--- config.mk ---
export PLATFORM = sky130hd
export DESIGN_NAME = simple_gemac_gmii_rx_flat
export DESIGN_NICKNAME = d
export VERILOG_FILES = /design/src/rtl/simple_gemac_gmii_rx_pkg.sv /design/src/rtl/simple_gemac_gmii_rx_if.sv /design/src/rtl/simple_gemac_gmii_rx_crc.sv /design/src/rtl/simple_gemac_gmii_rx.sv /design/src/flat_wrapper.sv
export SDC_FILE = /design/constraint.sdc
export NUM_CORES = 1
export LEC_CHECK = 0
export BUFFER_PORTS_ARGS = -buffer_cell sky130_fd_sc_hd__buf_2
export CAP_MARGIN = 20
export CORE_ASPECT_RATIO = 1.25
export CORE_MARGIN = 2
export CORE_UTILIZATION = 37
export DETAILED_ROUTE_END_ITERATION = 8
export PLACE_DENSITY = 0.61
export REMOVE_ABC_BUFFERS = 1
export SLEW_MARGIN = 15
export SYNTH_ARGS = -nofsm -noshare
export SYNTH_HDL_FRONTEND = slang
export SYNTH_SLANG_ARGS = --single-unit
--- constraint.sdc ---
create_clock -name GMII_RX_CLK -period 4.7 [get_ports GMII_RX_CLK]
set_input_delay 0.235 -clock GMII_RX_CLK [delete_from_list [all_inputs] [get_ports GMII_RX_CLK]]
set_output_delay 0.235 -clock GMII_RX_CLK [all_outputs]
set_load 0.01 [all_outputs]
--- src/rtl/simple_gemac_gmii_rx_pkg.sv ---
// Constants and types shared by the simple GEMAC receive and transmit paths.
// Holds the rx state encoding, preamble/SFD bytes, CRC-32 constants and MAC-control constants.
package simple_gemac_gmii_rx_pkg;

  typedef enum logic [2:0] {
    WAIT_IDLE = 3'd0,
    IDLE      = 3'd1,
    PREAMBLE  = 3'd2,
    FRAME     = 3'd3,
    DROP      = 3'd4
  } rx_state_e;

  localparam logic [7:0]  PREAMBLE_BYTE = 8'h55;
  localparam logic [7:0]  SFD_BYTE      = 8'hD5;

  // CRC register is kept MSB-first; data bits enter LSB-first as on the wire.
  localparam logic [31:0] CRC_POLY      = 32'h04C1_1DB7;
  localparam logic [31:0] CRC_INIT      = 32'hFFFF_FFFF;
  localparam logic [31:0] CRC_RESIDUE   = 32'hC704_DD7B;

  localparam logic [47:0] FLOW_CTRL_DA  = 48'h0180_C200_0001;
  localparam logic [15:0] MAC_CTRL_TYPE = 16'h8808;
  localparam logic [15:0] PAUSE_OPCODE  = 16'h0001;

  // Returns {must_match, byte} for a PAUSE frame header offset; SA and quanta are don't-care.
  function automatic logic [8:0] pause_ref_byte(input logic [15:0] offset);
    logic [8:0] ref_byte;
    ref_byte = 9'h000;
    case (offset)
      16'd0:   ref_byte = {1'b1, FLOW_CTRL_DA[47:40]};
      16'd1:   ref_byte = {1'b1, FLOW_CTRL_DA[39:32]};
      16'd2:   ref_byte = {1'b1, FLOW_CTRL_DA[31:24]};
      16'd3:   ref_byte = {1'b1, FLOW_CTRL_DA[23:16]};
      16'd4:   ref_byte = {1'b1, FLOW_CTRL_DA[15:8]};
      16'd5:   ref_byte = {1'b1, FLOW_CTRL_DA[7:0]};
      16'd12:  ref_byte = {1'b1, MAC_CTRL_TYPE[15:8]};
      16'd13:  ref_byte = {1'b1, MAC_CTRL_TYPE[7:0]};
      16'd14:  ref_byte = {1'b1, PAUSE_OPCODE[15:8]};
      16'd15:  ref_byte = {1'b1, PAUSE_OPCODE[7:0]};
      default: ref_byte = 9'h000;
    endcase
    return ref_byte;
  endfunction

endpackage

--- src/rtl/simple_gemac_gmii_rx_if.sv ---
// Receive-side frame bus from the GMII rx path to its consumer.
interface simple_gemac_gmii_rx_if;
  import simple_gemac_gmii_rx_pkg::*;

  // rx_valid qualifies rx_data for exactly one cycle and there is no ready:
  // the consumer must take every valid byte. rx_ack / rx_error are one-cycle
  // end-of-frame pulses, never high together and never together with rx_valid.
  logic [7:0]  rx_data;
  logic        rx_valid;
  logic        rx_error;
  logic        rx_ack;
  logic        pause_rcvd;
  logic [15:0] pause_time_rcvd;

  modport master (
    output rx_data,
    output rx_valid,
    output rx_error,
    output rx_ack,
    output pause_rcvd,
    output pause_time_rcvd
  );

  modport slave (
    input rx_data,
    input rx_valid,
    input rx_error,
    input rx_ack,
    input pause_rcvd,
    input pause_time_rcvd
  );

endinterface

--- src/rtl/simple_gemac_gmii_rx_crc.sv ---
// Byte-wide Ethernet CRC-32 generator/checker, shared by the GEMAC rx and tx paths.
module simple_gemac_gmii_rx_crc
  import simple_gemac_gmii_rx_pkg::*;
(
  input  logic        clk,
  input  logic        reset_n,
  input  logic        clear,
  input  logic        calc,
  input  logic [7:0]  data,
  output logic [31:0] crc_out
);

  logic [31:0] crc_q;
  logic [31:0] crc_next;

  // Eight serial LFSR steps unrolled; bit 0 of the byte is the first on the wire.
  always_comb begin
    crc_next = crc_q;
    for (int i = 0; i < 8; i++) begin
      if (crc_next[31] ^ data[i]) begin
        crc_next = {crc_next[30:0], 1'b0} ^ CRC_POLY;
      end else begin
        crc_next = {crc_next[30:0], 1'b0};
      end
    end
  end

  always_ff @(posedge clk or negedge reset_n) begin
    if (!reset_n) begin
      crc_q <= CRC_INIT;
    end else if (clear) begin
      crc_q <= CRC_INIT;
    end else if (calc) begin
      crc_q <= crc_next;
    end
  end

  assign crc_out = crc_q;

endmodule

--- src/rtl/simple_gemac_gmii_rx.sv ---
// GMII receive path of the simple GEMAC: strips preamble/SFD and FCS, checks CRC-32 and length.
// PAUSE frame decode is built only when SIMPLE_GEMAC_RX_PAUSE_DETECT_EN is defined.
module simple_gemac_gmii_rx
  import simple_gemac_gmii_rx_pkg::*;
#(
  parameter int MIN_FRAME_LEN = 64,
  parameter int MAX_FRAME_LEN = 8192
) (
  input  logic                   GMII_RX_CLK,
  input  logic                   reset_n,
  input  logic                   GMII_RX_DV,
  input  logic                   GMII_RX_ER,
  input  logic [7:0]             GMII_RXD,
  output logic                   rx_clk,
  simple_gemac_gmii_rx_if.master rx,
  output rx_state_e              dbg_state
);

  localparam logic [15:0] MIN_LEN = 16'(MIN_FRAME_LEN);
  localparam logic [15:0] MAX_LEN = 16'(MAX_FRAME_LEN);

  logic        dv_d;
  logic        er_d;
  logic [7:0]  rxd_d;
  logic        primed_q;

  rx_state_e   state_q;
  rx_state_e   state_next;

  logic [7:0]  dly_q [4];
  logic [2:0]  fill_q;
  logic [15:0] len_q;
  logic        er_seen_q;
  logic        drop_report_q;

  logic [7:0]  rx_data_q;
  logic        rx_valid_q;
  logic        rx_ack_q;
  logic        rx_error_q;

  logic        frame_byte;
  logic        end_good;
  logic        end_bad;
  logic        drop_from_frame;
  logic        frame_ok;
  logic        crc_clear;
  logic        crc_calc;
  logic [31:0] crc_out;

  assign rx_clk    = GMII_RX_CLK;
  assign dbg_state = state_q;

  // primed_q keeps WAIT_IDLE from trusting the reset value of dv_d.
  always_ff @(posedge GMII_RX_CLK or negedge reset_n) begin
    if (!reset_n) begin
      dv_d     <= 1'b0;
      er_d     <= 1'b0;
      rxd_d    <= 8'h00;
      primed_q <= 1'b0;
    end else begin
      dv_d     <= GMII_RX_DV;
      er_d     <= GMII_RX_ER;
      rxd_d    <= GMII_RXD;
      primed_q <= 1'b1;
    end
  end

  assign frame_ok = (crc_out == CRC_RESIDUE) && (len_q >= MIN_LEN) &&
                    (len_q <= MAX_LEN) && !er_seen_q;

  always_ff @(posedge GMII_RX_CLK or negedge reset_n) begin
    if (!reset_n) begin
      state_q <= WAIT_IDLE;
    end else begin
      state_q <= state_next;
    end
  end

  always_comb begin
    state_next      = state_q;
    frame_byte      = 1'b0;
    end_good        = 1'b0;
    end_bad         = 1'b0;
    drop_from_frame = 1'b0;
    case (state_q)
      WAIT_IDLE: begin
        if (primed_q && !dv_d) state_next = IDLE;
      end
      IDLE: begin
        if (dv_d) begin
          if (rxd_d == PREAMBLE_BYTE)  state_next = PREAMBLE;
          else if (rxd_d == SFD_BYTE)  state_next = FRAME;
          else                         state_next = DROP;
        end
      end
      PREAMBLE: begin
        if (!dv_d)                        state_next = IDLE;
        else if (rxd_d == SFD_BYTE)       state_next = FRAME;
        else if (rxd_d != PREAMBLE_BYTE)  state_next = DROP;
      end
      FRAME: begin
        if (!dv_d) begin
          state_next = IDLE;
          end_good   = frame_ok;
          end_bad    = !frame_ok;
        end else if (len_q == MAX_LEN) begin
          state_next      = DROP;
          drop_from_frame = 1'b1;
        end else begin
          frame_byte = 1'b1;
        end
      end
      DROP: begin
        if (!dv_d) begin
          state_next = IDLE;
          end_bad    = drop_report_q;
        end
      end
      default: state_next = WAIT_IDLE;
    endcase
  end

  assign crc_clear = (state_q != FRAME);
  assign crc_calc  = frame_byte;

  simple_gemac_gmii_rx_crc u_crc (
    .clk     (GMII_RX_CLK),
    .reset_n (reset_n),
    .clear   (crc_clear),
    .calc    (crc_calc),
    .data    (rxd_d),
    .crc_out (crc_out)
  );

  // Four-byte delay line: a byte leaves only when a newer one arrives, so the
  // last four bytes of a frame (the FCS) are never forwarded.
  always_ff @(posedge GMII_RX_CLK or negedge reset_n) begin
    if (!reset_n) begin
      for (int i = 0; i < 4; i++) dly_q[i] <= 8'h00;
      fill_q        <= 3'd0;
      len_q         <= 16'd0;
      er_seen_q     <= 1'b0;
      drop_report_q <= 1'b0;
      rx_data_q     <= 8'h00;
      rx_valid_q    <= 1'b0;
      rx_ack_q      <= 1'b0;
      rx_error_q    <= 1'b0;
    end else begin
      rx_valid_q <= 1'b0;
      rx_ack_q   <= end_good;
      rx_error_q <= end_bad;
      if (frame_byte) begin
        dly_q[0] <= rxd_d;
        dly_q[1] <= dly_q[0];
        dly_q[2] <= dly_q[1];
        dly_q[3] <= dly_q[2];
        if (fill_q == 3'd4) begin
          rx_data_q  <= dly_q[3];
          rx_valid_q <= 1'b1;
        end else begin
          fill_q <= fill_q + 3'd1;
        end
        if (len_q != 16'hFFFF) len_q <= len_q + 16'd1;
        if (er_d) er_seen_q <= 1'b1;
      end else begin
        for (int i = 0; i < 4; i++) dly_q[i] <= 8'h00;
        fill_q    <= 3'd0;
        len_q     <= 16'd0;
        er_seen_q <= 1'b0;
      end
      if (drop_from_frame) begin
        drop_report_q <= 1'b1;
      end else if (state_next != DROP) begin
        drop_report_q <= 1'b0;
      end
    end
  end

  assign rx.rx_data  = rx_data_q;
  assign rx.rx_valid = rx_valid_q;
  assign rx.rx_ack   = rx_ack_q;
  assign rx.rx_error = rx_error_q;

`ifdef SIMPLE_GEMAC_RX_PAUSE_DETECT_EN
  logic        pause_match_q;
  logic [15:0] pause_quanta_q;
  logic        pause_rcvd_q;
  logic [15:0] pause_time_q;
  logic [8:0]  pause_ref;

  // len_q is the offset of the byte currently in rxd_d.
  assign pause_ref = pause_ref_byte(len_q);

  always_ff @(posedge GMII_RX_CLK or negedge reset_n) begin
    if (!reset_n) begin
      pause_match_q  <= 1'b1;
      pause_quanta_q <= 16'h0000;
      pause_rcvd_q   <= 1'b0;
      pause_time_q   <= 16'h0000;
    end else begin
      pause_rcvd_q <= 1'b0;
      if (state_q != FRAME) begin
        pause_match_q <= 1'b1;
      end else if (frame_byte) begin
        if (pause_ref[8] && (rxd_d != pause_ref[7:0])) pause_match_q <= 1'b0;
        if (len_q == 16'd16) pause_quanta_q[15:8] <= rxd_d;
        if (len_q == 16'd17) pause_quanta_q[7:0]  <= rxd_d;
      end
      if (end_good && pause_match_q) begin
        pause_rcvd_q <= 1'b1;
        pause_time_q <= pause_quanta_q;
      end
    end
  end

  assign rx.pause_rcvd      = pause_rcvd_q;
  assign rx.pause_time_rcvd = pause_time_q;
`else
  assign rx.pause_rcvd      = 1'b0;
  assign rx.pause_time_rcvd = 16'h0000;
`endif

endmodule
--- src/flat_wrapper.sv ---
// flat-port wrapper written by rule: the top's interface ports become plain ports
module simple_gemac_gmii_rx_flat import simple_gemac_gmii_rx_pkg::*;
#(
  parameter int MIN_FRAME_LEN = 64,
  parameter int MAX_FRAME_LEN = 8192
)
  (GMII_RX_CLK, reset_n, GMII_RX_DV, GMII_RX_ER, GMII_RXD, rx_clk, dbg_state, rx_rx_data, rx_rx_valid, rx_rx_error, rx_rx_ack, rx_pause_rcvd, rx_pause_time_rcvd);
  simple_gemac_gmii_rx_if rx_i ();
  input  logic GMII_RX_CLK;
  input  logic reset_n;
  input  logic GMII_RX_DV;
  input  logic GMII_RX_ER;
  input  logic [7:0] GMII_RXD;
  output logic rx_clk;
  output rx_state_e dbg_state;
  output wire logic [$bits(rx_i.rx_data)-1:0] rx_rx_data;
  output wire logic [$bits(rx_i.rx_valid)-1:0] rx_rx_valid;
  output wire logic [$bits(rx_i.rx_error)-1:0] rx_rx_error;
  output wire logic [$bits(rx_i.rx_ack)-1:0] rx_rx_ack;
  output wire logic [$bits(rx_i.pause_rcvd)-1:0] rx_pause_rcvd;
  output wire logic [$bits(rx_i.pause_time_rcvd)-1:0] rx_pause_time_rcvd;
  assign rx_rx_data = rx_i.rx_data;
  assign rx_rx_valid = rx_i.rx_valid;
  assign rx_rx_error = rx_i.rx_error;
  assign rx_rx_ack = rx_i.rx_ack;
  assign rx_pause_rcvd = rx_i.pause_rcvd;
  assign rx_pause_time_rcvd = rx_i.pause_time_rcvd;
  simple_gemac_gmii_rx #(.MIN_FRAME_LEN(MIN_FRAME_LEN), .MAX_FRAME_LEN(MAX_FRAME_LEN)) u_core (.GMII_RX_CLK(GMII_RX_CLK), .reset_n(reset_n), .GMII_RX_DV(GMII_RX_DV), .GMII_RX_ER(GMII_RX_ER), .GMII_RXD(GMII_RXD), .rx_clk(rx_clk), .rx(rx_i), .dbg_state(dbg_state));
endmodule
==> results.yml <==
setup_path:
  crit_fanout: 2
  worstPathRequired_ns: 4.47
  end_kind: "output port"
  critical_path_class: "clk -> out"
  worstPathArrival_ns: 2.73
  max_stage_delay_ns: 0.13
  r2r_cells: 6
  cpMostUsedCell: "clkbuf_16"
  startpoint_type: "clock port"
  cpMaxStageDelayCell: "clkbuf_16"
  path_cells: "clkbuf_16, clkbuf_16, buf_2"
power:
  power_mw: 2.01
  p_seq_share_pct: 47.9
  p_switching_mw: 0.495
  p_int_mw: 1.52
  clockPowerShare_pct: 44.0
  pwr-share-comb_pct: 8.1
  p_per_area_nw_per_um2: 332
  swShare_pct: 24.6
  leakage_nw: 2.63
  ir_drop_v: 0.000187
logic_synthesis:
  synth_edf_count: 0
  seq_area_frac_synth_pct: 52.2
  synth_top_area_share_pct: 36.5
  synthesis.area_um2: 5350
  avgSynthCellArea_um2: 12.4
  synth_ff_type: "dfrtp_1"
  yosys_warnings: 0
  synth_area_leaders: "dfrtp_1 36%, dfstp_2 16%, xnor2_1 6.4%, xnor2_4 4.6%, and2_1 4.0%"
  synthSimpleGateAreaFrac_pct: 13.8
  synth-compound-area-share_pct: 8.51
  synth_fa_ha_area_share_pct: 0.935
  synth_top_cell_by_area: "dfrtp_1"
  synth_seq_cells: 110
  synth_top_family_by_area: "XOR/XNOR gates"
  synth_xor_area_share_pct: 17.8
  async_flop_share_pct: 100
  synth_cell_types: 62
  synthCells: 433
  muxShareOfSynthArea_pct: 2.08
place:
  post-place-ws_ns: 2.00
  io_buffers: 26
  dp_hpwl_mm: 6.65
  globalplace.congestion: 0.772
  postPlaceCellArea_um2: 5570
cells_and_area:
  area_growth_pct: 13.2
  final_common_cell: "dfrtp_1"
  fin_area_um2: 6060
  layout-drive-gt1-share_pct: 21.9
  layout_common_cells: "78 x dfrtp_1, 39 x xnor2_1, 34 x and2_1"
  diodes: 0
  fillers: 1299
  nets: 485
  postLayoutCoreUtil_pct: 42.4
drt:
  drc: 0
  drt_first_pass_iters: 6
  wire_per_inst_um: 14.9
  vias: 3169
  drt_first_iter_violations: 202
  wirelength_mm: 9.75
  viasPerCell: 4.86
  detail-route-antenna-nets: 0
clock_network:
  cts_setup_buffers: 0
  cts-resized-gates: 0
  ctsHoldBuffers: 11
  cts_tree: "done"
  insertion_delay_ns: 0.46
  path_clk_slew_ns: 0.08
floorplan:
  die-area_um2: 15500
  ios: 44
  core_um2: 14300
  num_rows: 49
  start_util_pct: 37.5
  die_w_um: 112
  die_h_um: 138
global_routing:
  grt_overflow: 0
  grt_pass1_wl_mm: 16.7
  grt_usage_pct: 13.5
  grt_max_degree: 67
  antenna_found_initial: 0
  grt_pass1_vias: 3269
timing:
  fin_worst_skew_ns: 0.00699
  setup_tns_ns: 0
  finalHoldViolCount: 0
  max_slew.worst_pin.slew_ns: 0.812
  finalSetupViolations: 0
  rsz0062_at_grt: "no"
  layout_setup_ws_ns: 1.74
  maxSlewViolCount: 0
  slew_headroom_pct: 45.9
job:
  drv_cap: 0
run_status:
  status: "finished, final reports clean"
worst_hold_path:
  holdCritPathClass: "in -> reg"
  whs_path_depth: 2
path summary, 6_finish.rpt:
kind                                  startpoint                       to  slack [ns]
worst max-delay path                 GMII_RX_CLK                   rx_clk        1.74
worst min-delay path                  GMII_RX_ER              u_core.er_d        0.40
worst max register to register   u_core.len_q[6]     u_core.rx.rx_data[2]        2.36
worst min register to register  u_core.dly_q[16]          u_core.dly_q[8]        0.44
max in group asynchronous                reset_n  u_core.u_crc.crc_out[9]        3.21
min in group asynchronous                reset_n       u_core.rx.rx_valid        0.41
stage by stage:
step,hold WS [ns],cells
after floorplan,-0.0606,415
after global placement,0.336,621
after detailed placement,0.336,621
after CTS,0.395,651
after global routing,0.398,652
final,0.404,652
synthesized netlist by cell type, types with 3 or more instances:
| cell | count |
|---|---|
| a21oi_1 | 8 |
| a2bb2oi_1 | 20 |
| and2_1 | 34 |
| and3_1 | 5 |
| and4b_1 | 3 |
| buf_2 | 7 |
| buf_4 | 19 |
| clkbuf_1 | 6 |
| dfrtp_1 | 78 |
| dfstp_2 | 32 |
| ha_1 | 4 |
| inv_1 | 7 |
| mux2_1 | 8 |
| nand2_1 | 15 |
| nand3_1 | 12 |
| nor2_1 | 27 |
| nor3_1 | 8 |
| nor4_1 | 3 |
| nor4b_1 | 3 |
| o211a_1 | 3 |
| o21ai_0 | 4 |
| o22a_1 | 10 |
| xnor2_1 | 39 |
| xnor2_2 | 4 |
| xnor2_4 | 9 |
| xor2_1 | 24 |
flip-flops by register name, indices dropped and copies added (netlist names):
register / flops
u_core.rx.rx_ack: 1
u_core.rx.rx_data: 8
u_core.dbg_state: 3
u_core.dly_q: 32
u_core.er_seen_q: 1
u_core.drop_report_q: 1
u_core.rx.rx_valid: 1
u_core.primed_q: 1
u_core.er_d: 1
u_core.rxd_d: 8
u_core.rx.rx_error: 1
u_core.u_crc.crc_out: 32
u_core.len_q: 16
u_core.fill_q: 3
u_core.dv_d: 1
power groups by stage:
stage,registers (mW),logic [mW],clock network (mW)
after detailed placement,0.983,0.156,0.0129
after global routing,0.967,0.177,0.960
after global placement,0.983,0.156,0.0129
after floorplan,0.981,0.112,0
after CTS,0.965,0.165,0.916
final,0.965,0.162,0.885
cell type report:
cell class | instances | area, um2 | area share (%)
Multi-Input combinational cell | 298 | 2380 | 39.2
Timing Repair Buffer | 39 | 268 | 4.42
Clock inverter | 6 | 65.1 | 1.07
Clock buffer | 14 | 309 | 5.10
Sequential cell | 110 | 2790 | 46.1
Inverter | 7 | 26.3 | 0.433
Tap cell | 178 | 223 | 3.67
metal layers:
metal  share of wire [%]  track usage (%)
met5                   0                0
met4                 1.8             7.21
met3                 2.2             2.02
met2                  52             22.6
met1                  44             16.8
kinds of logic (layout without fill, tap and decap cells):
kind of cell,count (synthesis),count (layout)
muxes,10,10
DFF,110,110
buffers and inverters,41,66
and+or+nand+nor,129,129
other,2,18
AOI/OAI and AO/OA,57,57
adders and majority gates,4,4
xor gates and xnor gates,80,80
worst max-delay path: cells and delay by family:
family / cells / cell delay, ns
buffers and inverters: 3 / 0.38
(Power assumes the default switching activity.)
